===== config.mk =====
export PLATFORM = sky130hd
export DESIGN_NAME = xnor_conv_feeder
export DESIGN_NICKNAME = d
export VERILOG_FILES = /design/src/rtl/xnor_conv_feeder_pkg.sv /design/src/rtl/xnor_conv_feeder_window.sv /design/src/rtl/xnor_conv_feeder.sv
export SDC_FILE = /design/constraint.sdc
export NUM_CORES = 1
export LEC_CHECK = 0
export CORE_UTILIZATION = 50
export CTS_CLUSTER_SIZE = 14
export DETAILED_ROUTE_END_ITERATION = 16
export GPL_TIMING_DRIVEN = 1
export PLACE_DENSITY_LB_ADDON = 0.1
export REMOVE_ABC_BUFFERS = 1
export SLEW_MARGIN = 20
export SYNTH_ARGS = -nofsm -noshare
export SYNTH_HDL_FRONTEND = slang
export SYNTH_SLANG_ARGS = --single-unit

===== constraint.sdc =====
create_clock -name clk -period 3.9 [get_ports clk]
set_clock_uncertainty 0.1 [all_clocks]
set_input_delay 0.585 -clock clk [delete_from_list [all_inputs] [get_ports clk]]
set_output_delay 0.585 -clock clk [all_outputs]
set_load 0.01 [all_outputs]

===== src/rtl/xnor_conv_feeder_pkg.sv =====
// Shared definitions for the XNOR convolution feeder, PE array and popcount collector.
package xnor_conv_feeder_pkg;

    localparam int unsigned KDIM_DEFAULT = 3;

    typedef enum logic [1:0] {
        StIdle,
        StLoadW,
        StStream,
        StFinish
    } state_e;

    // Flat bit position of window element (row r, column c); column 0 is the oldest.
    function automatic int unsigned idx(input int unsigned r, input int unsigned c,
                                        input int unsigned k = KDIM_DEFAULT);
        return r * k + c;
    endfunction

endpackage


===== src/rtl/xnor_conv_feeder_window.sv =====
// KDIM x KDIM sliding window: each shift drops column 0 and inserts a new column at KDIM-1.
module conv_window_shift
    import xnor_conv_feeder_pkg::*;
#(
    parameter int unsigned KDIM = KDIM_DEFAULT
) (
    input  logic                   clk,
    input  logic                   rst,
    input  logic                   i_shift,
    input  logic                   i_clear,
    input  logic [KDIM-1:0]        i_col,
    output logic [KDIM*KDIM-1:0]   o_window,
    output logic [KDIM*KDIM-1:0]   o_next
);

    logic [KDIM*KDIM-1:0] r_window;

    // o_next is the window as it will look after this shift, used by the caller for emission.
    for (genvar r = 0; r < KDIM; r++) begin : g_row
        assign o_next[idx(r, 0, KDIM) +: KDIM] = {i_col[r], r_window[idx(r, 1, KDIM) +: KDIM-1]};
    end

    always_ff @(posedge clk or posedge rst) begin
        if (rst) begin
            r_window <= '0;
        end else if (i_clear) begin
            r_window <= '0;
        end else if (i_shift) begin
            r_window <= o_next;
        end
    end

    assign o_window = r_window;

endmodule


===== src/rtl/xnor_conv_feeder.sv =====
// Kernel loader and sliding-window sequencer feeding a KDIM x KDIM XNOR PE array.
module xnor_conv_feeder
    import xnor_conv_feeder_pkg::*;
#(
    parameter int unsigned KDIM  = KDIM_DEFAULT,
    parameter int unsigned IMG_W = 8,
    parameter int unsigned IMG_H = 8
) (
    input  logic                   clk,
    input  logic                   rst,
    input  logic                   i_cfg_valid,
    output logic                   o_cfg_ready,
    input  logic [KDIM*KDIM-1:0]   i_cfg_kernel,
    input  logic                   i_pix_valid,
    output logic                   o_pix_ready,
    input  logic [KDIM-1:0]        i_pix_data,
    output logic                   o_pe_en,
    output logic [KDIM*KDIM-1:0]   o_weight_control,
    output logic [KDIM*KDIM-1:0]   o_weight_in,
    output logic                   o_pe_start,
    output logic [KDIM*KDIM-1:0]   o_intop,
    output logic                   o_busy,
    output logic                   o_done
);

    localparam int unsigned NW     = KDIM * KDIM;
    localparam int unsigned NBANDS = IMG_H - KDIM + 1;
    localparam int unsigned CW     = (IMG_W > 1) ? $clog2(IMG_W) : 1;
    localparam int unsigned BW     = (NBANDS > 1) ? $clog2(NBANDS) : 1;

    localparam logic [CW-1:0] COL_LAST      = CW'(IMG_W - 1);
    localparam logic [CW-1:0] COL_FIRST_WIN = CW'(KDIM - 1);
    localparam logic [BW-1:0] BAND_LAST     = BW'(NBANDS - 1);

    state_e         r_state, w_state_next;
    logic [CW-1:0]  r_col, w_col_next;
    logic [BW-1:0]  r_band, w_band_next;
    logic           w_beat, w_emit, w_clear;
    logic [NW-1:0]  w_window, w_window_next;

    logic           r_cfg_ready, r_pix_ready, r_pe_en, r_pe_start, r_busy, r_done;
    logic [NW-1:0]  r_weight_control, r_weight_in, r_intop;

    always_comb begin
        w_state_next = r_state;
        w_col_next   = r_col;
        w_band_next  = r_band;
        w_clear      = 1'b0;
        w_beat       = (r_state == StStream) && r_pix_ready && i_pix_valid;
        w_emit       = w_beat && (r_col >= COL_FIRST_WIN);
        case (r_state)
            StIdle: begin
                if (i_cfg_valid && r_cfg_ready) w_state_next = StLoadW;
            end
            StLoadW: w_state_next = StStream;
            StStream: begin
                if (w_beat) begin
                    if (r_col == COL_LAST) begin
                        w_col_next = '0;
                        w_clear    = 1'b1;
                        if (r_band == BAND_LAST) begin
                            w_band_next  = '0;
                            w_state_next = StFinish;
                        end else begin
                            w_band_next = r_band + 1'b1;
                        end
                    end else begin
                        w_col_next = r_col + 1'b1;
                    end
                end
            end
            StFinish: w_state_next = StIdle;
            default:  w_state_next = StIdle;
        endcase
    end

    conv_window_shift #(
        .KDIM(KDIM)
    ) u_window (
        .clk      (clk),
        .rst      (rst),
        .i_shift  (w_beat),
        .i_clear  (w_clear),
        .i_col    (i_pix_data),
        .o_window (w_window),
        .o_next   (w_window_next)
    );

    // Outputs decode the next state so each one lines up with the state it belongs to.
    always_ff @(posedge clk or posedge rst) begin
        if (rst) begin
            r_state          <= StIdle;
            r_col            <= '0;
            r_band           <= '0;
            r_cfg_ready      <= 1'b0;
            r_pix_ready      <= 1'b0;
            r_pe_en          <= 1'b0;
            r_weight_control <= '0;
            r_weight_in      <= '0;
            r_pe_start       <= 1'b0;
            r_intop          <= '0;
            r_busy           <= 1'b0;
            r_done           <= 1'b0;
        end else begin
            r_state          <= w_state_next;
            r_col            <= w_col_next;
            r_band           <= w_band_next;
            r_cfg_ready      <= (w_state_next == StIdle);
            r_pix_ready      <= (w_state_next == StStream);
            r_pe_en          <= (w_state_next == StLoadW) || (w_state_next == StStream);
            r_weight_control <= (w_state_next == StLoadW) ? '1 : '0;
            r_weight_in      <= (w_state_next == StLoadW) ? i_cfg_kernel : '0;
            r_pe_start       <= w_emit;
            r_busy           <= (w_state_next != StIdle);
            r_done           <= (w_state_next == StFinish);
            if (w_emit) r_intop <= w_window_next;
        end
    end

    assign o_cfg_ready      = r_cfg_ready;
    assign o_pix_ready      = r_pix_ready;
    assign o_pe_en          = r_pe_en;
    assign o_weight_control = r_weight_control;
    assign o_weight_in      = r_weight_in;
    assign o_pe_start       = r_pe_start;
    assign o_intop          = r_intop;
    assign o_busy           = r_busy;
    assign o_done           = r_done;

endmodule


==> Word level (Yosys, flattened, before mapping) <==
Cells that the tools add are included.
{ "word_totals": {"output_inout_bits": 33, "word_cells": 49, "regBits": 50} }
{ "op_classes": {"n_addsub": 2, "mux": 14, "n_reduce_logical": 11, "eq_ne": 8, "order_cmp": 1} }
{ "ops": {"columns": ["cell", "count"], "rows": [
  ["9-bit two-way mux", 4],
  ["2-bit equality test, second input constant", 4],
  ["2-bit two-way mux", 4],
  ["2-bit one-hot mux with 4 select lines", 1],
  ["3-bit by 1-bit adder with 3-bit output, second input constant", 2],
  ["3-bit equality test, second input constant", 2],
  ["3-bit two-way mux", 2],
  ["2-bit by 1-bit equality test with 1-bit output, second input constant", 2],
  ["1-bit logical AND", 4],
  ["2-bit logical NOT", 2],
  ["2-bit nonzero test", 2],
  ["3-bit by 2-bit >= comparator with 1-bit output, second input constant", 1],
  ["1-bit two-way mux", 3],
  ["3-bit AND reduction", 1],
  ["2-bit AND reduction", 1],
  ["1-bit logical OR", 1]
]} }

==> Logic depth before layout (Yosys ltp) <==
{ "depth": {"ltp_word": 7, "depth_mapped": 8, "ltp_nobuf": 7} }

==> Cells and area by module <==
A second synthesis with hierarchy kept.
{ "hier_totals": {"cells_unflattened": 150, "area_unflattened_um2": 1855.5} }
{ "modules_own_cells": {"columns": ["module", "instances", "cells_per_inst", "area_per_inst_um2"], "rows": [
  ["xnor_conv_feeder", 1, 111, 1420.1],
  ["conv_window_shift", 1, 39, 435.4]
]} }

==> Least setup slack after synthesis <==
No wires, ideal clock.
{ "synth_path": {"path_type": "flip-flop to flip-flop", "startpoint": "reg r_col[0]", "endpoint": "reg r_pe_en (netlist: o_pe_en)", "t_arrival_ns": 1.898, "synth_period_minus_slack_ns": 2.123, "slack_ns": 1.777, "path_stages_with_launch": 8, "required_ns": 3.674, "setup_time_ns": 0.126, "cell_sequence": "dfrtp_1 > ha_1 > ha_1 > nand2_1 > or4_4 > buf_6 > and2_1 > ha_1"} }
{ "synth_between": {"elab_chain_cells": 6} }
{ "synth_rtl": {"columns": ["item", "line", "text"], "rows": [
  ["start, declared", "xnor_conv_feeder.sv:36", "logic [CW-1:0] r_col, w_col_next;"],
  ["start signal, assigned", "xnor_conv_feeder.sv:106", "r_col <= w_col_next;"],
  ["3-bit equality test (*)", "xnor_conv_feeder.sv:58", "if (r_col == COL_LAST) begin"],
  ["2-bit two-way mux (*)", "xnor_conv_feeder.sv:58", null],
  ["2-bit two-way mux (*)", "xnor_conv_feeder.sv:57", "if (w_beat) begin"],
  ["2-bit one-hot mux with 4 select lines (*)", "xnor_conv_feeder.sv:51", "case (r_state)"],
  ["2-bit by 1-bit equality test with 1-bit output or 2-bit equality test (tied branches)", "xnor_conv_feeder.sv:110", "r_pe_en <= (w_state_next == StLoadW) || (w_state_next == StStream);"],
  ["1-bit logical OR (*)", "xnor_conv_feeder.sv:110", null],
  ["end signal, assigned", "xnor_conv_feeder.sv:110", null],
  ["end, declared", "xnor_conv_feeder.sv:41", "logic r_cfg_ready, r_pix_ready, r_pe_en, r_pe_start, r_busy, r_done;"]
]} }
Mark *: on every way between the ends. The rest lies on a longest branch, timed or not.
A chain may end at the register's enable or synchronous reset.

==> Worst setup path after layout <==
Ends and elaborated chain as after synthesis.

==> reports/metrics.cfg <==
[clock_tree]
cts_buffers=5
cts_root_buf=clkbuf_4
cts_setup_buffers=0
cts_tree=done
clock_sinks=39
cts_max_level=2
clk_path_buf_depth=2
postCtsHoldBufs=0
clk_pin_slew_ns=0.11
clk_latency_ns=0.33
cts-resized-gates=0

[setup_path]
path_class=flop to flop
crit_required_ns=4.02
crit_path_end_kind=flop
crit_path_start_kind=flop
cp_max_fo=13
cp.arrival_ns=2.50

[timing]
slew_viol_final=0
hold_viol_final=0
fin_ws_ns=1.52
relSlewSlack=0.347
fin_crit_ns=2.38
period_share=0.609
tns_ns=0
rsz0062_at_grt=no
fmax_ghz=0.421
finalSetupViolCount=0
tightest_slew_ns=0.974

[yosys]
ys.flop_type=dfrtp_1
synth_enable_flop_cells=0
synth-async-reset-ratio=1.00
synth-seq-area-share=0.576
syn_inst=138
synth_cell_types=29
synth_area_per_cell_um2=12.3
synth-seq-cells=39
netlist_area_mm2=0.00170
ys_warn_count=0

[detailed_routing]
drtIter0Drc=29
drtAntennaViolNets=0
drt_pass1_iterations=4
top_layer=met4
wl_per_cell_um=13.6
wl_met2_mm=1.66
drcViolationCount=0
wirelength_mm=3.11
wirelength_met1_mm=1.27
num_vias=1101
dr_wl_met3_um=155
via_per_inst=4.83

[placement]
place.gp.congestion=0.743
pre_cts_slack_ns=1.18
place_inst=220
portBuffers=48
dpl.hpwl_mm=2.31

[global_route]
grt_first_pass_wirelength_mm=5.02
grt_use_total=0.191
grt_max_degree=29
gr-total-overflow=0
grt_pass1_vias=1109
antenna_found_initial=0

[power]
leakage_nw=1.03
ir_drop_mv=0.517
power_density_mw_per_mm2=734

[die]
initial_core_util=0.542
die_area_mm2=0.00363
io_pins=49
rows=20
core_mm2=0.00313
die_y_um=60.2
fp.dieW_um=60.2

[cells_and_area]
final_net_count=207
syn2layout_area_growth_pct=32.8
drive_gt1_frac=0.190
fin_util=0.720
diodes=0
final_common_cell=clkdlybuf4s50_1
stdcell_count=228
n_fill_cell=224
final_cell_mix=48 x clkdlybuf4s50_1, 39 x dfrtp_1, 14 x inv_1

[outcome]
status=finished, final reports clean

[job]
drv_cap=0

[min_path]
holdCritPathClass=flop to flop

## through the flow
step                      power (W)  hold WS, ns  cell area, µm²
after floorplan             0.00102        0.344            1610
after global placement      0.00134        0.366            2160
after detailed placement    0.00138        0.367            2160
final                       0.00165        0.383            2250
after global routing        0.00176        0.395            2250
after CTS                   0.00167        0.383            2250
## path summary, 6_finish.rpt
kind	from	to	slack, ns	depth (start not counted)
min reg2reg	r_band[0]	r_band[0]	0.38	1
min	r_band[0]	r_band[0]	0.38	1
min in group asynchronous	rst	u_window.o_window[8]	0.54	2
max	r_col[0]	o_pe_en	1.52	6
max reg2reg	r_col[0]	o_pe_en	1.52	6
max in group asynchronous	rst	o_done	2.52	3
## power breakdown
part | internal [W] | switching [W] | total [W]
clock network | 0.000152 | 0.000126 | 0.000278
logic | 0.000386 | 0.000316 | 0.000702
registers | 0.000570 | 0.000102 | 0.000672
total | 0.00111 | 0.000544 | 0.00165
## kinds of logic (layout without fill, tap and decap cells)
| logic type | Yosys count | after routing | share of synthesized area |
|---|---|---|---|
| flops | 39 | 39 | 0.576 |
| simple gates | 28 | 28 | 0.0878 |
| xor+xnor | 1 | 1 | 0.00517 |
| buf+inv | 28 | 74 | 0.0856 |
| fa+ha+maj | 8 | 8 | 0.0590 |
| mux | 12 | 12 | 0.0797 |
| compound gates | 22 | 22 | 0.107 |
## registers in the layout, indices dropped and copies added, names as in the netlist
name,flops
u_window.o_window,6
o_done,1
o_pe_en,1
o_weight_control,1
o_cfg_ready,1
o_intop,9
o_weight_in,9
r_band,3
r_col,3
o_busy,1
o_pix_ready,1
o_pe_start,1
r_state,2
## synthesized netlist by cell type (2+ instances only)
| library cell | count | area share |
|---|---|---|
| nor2_1 | 2 | 0.0044 |
| nand2_1 | 9 | 0.020 |
| buf_2 | 2 | 0.0059 |
| mux2_2 | 12 | 0.080 |
| nand2b_1 | 8 | 0.030 |
| a211oi_1 | 2 | 0.0089 |
| a211oi_2 | 7 | 0.052 |
| buf_4 | 8 | 0.035 |
| nor3_1 | 2 | 0.0059 |
| dfrtp_1 | 39 | 0.58 |
| o21ai_0 | 8 | 0.024 |
| inv_1 | 15 | 0.033 |
| ha_1 | 8 | 0.059 |
## critical path: stages, from the launching register on
cell and delay [ns]:
dfrtp_1 0.42, ha_1 0.18, ha_1 0.32, nand2_1 0.12
or4_4 0.61, and2_1 0.21, ha_1 0.30
## metal layers
metal	GRT usage	vias to the layer above
li1	-	538
met1	0.217	531
met2	0.336	30
met3	0.0671	2
met4	0.0565	0
met5	0	-
## final cells by class
class | count | area, µm² | area share
clock buffers | 6 | 51.3 | 0.0228
clock inverters | 2 | 35.0 | 0.0156
inverters | 16 | 60.1 | 0.0267
multi-input cells | 71 | 578 | 0.257
flip-flops and latches | 39 | 976 | 0.434
well taps | 44 | 55.1 | 0.0245
repair buffers | 50 | 495 | 0.220
No activity file was read; power rests on OpenSTA's default activity.
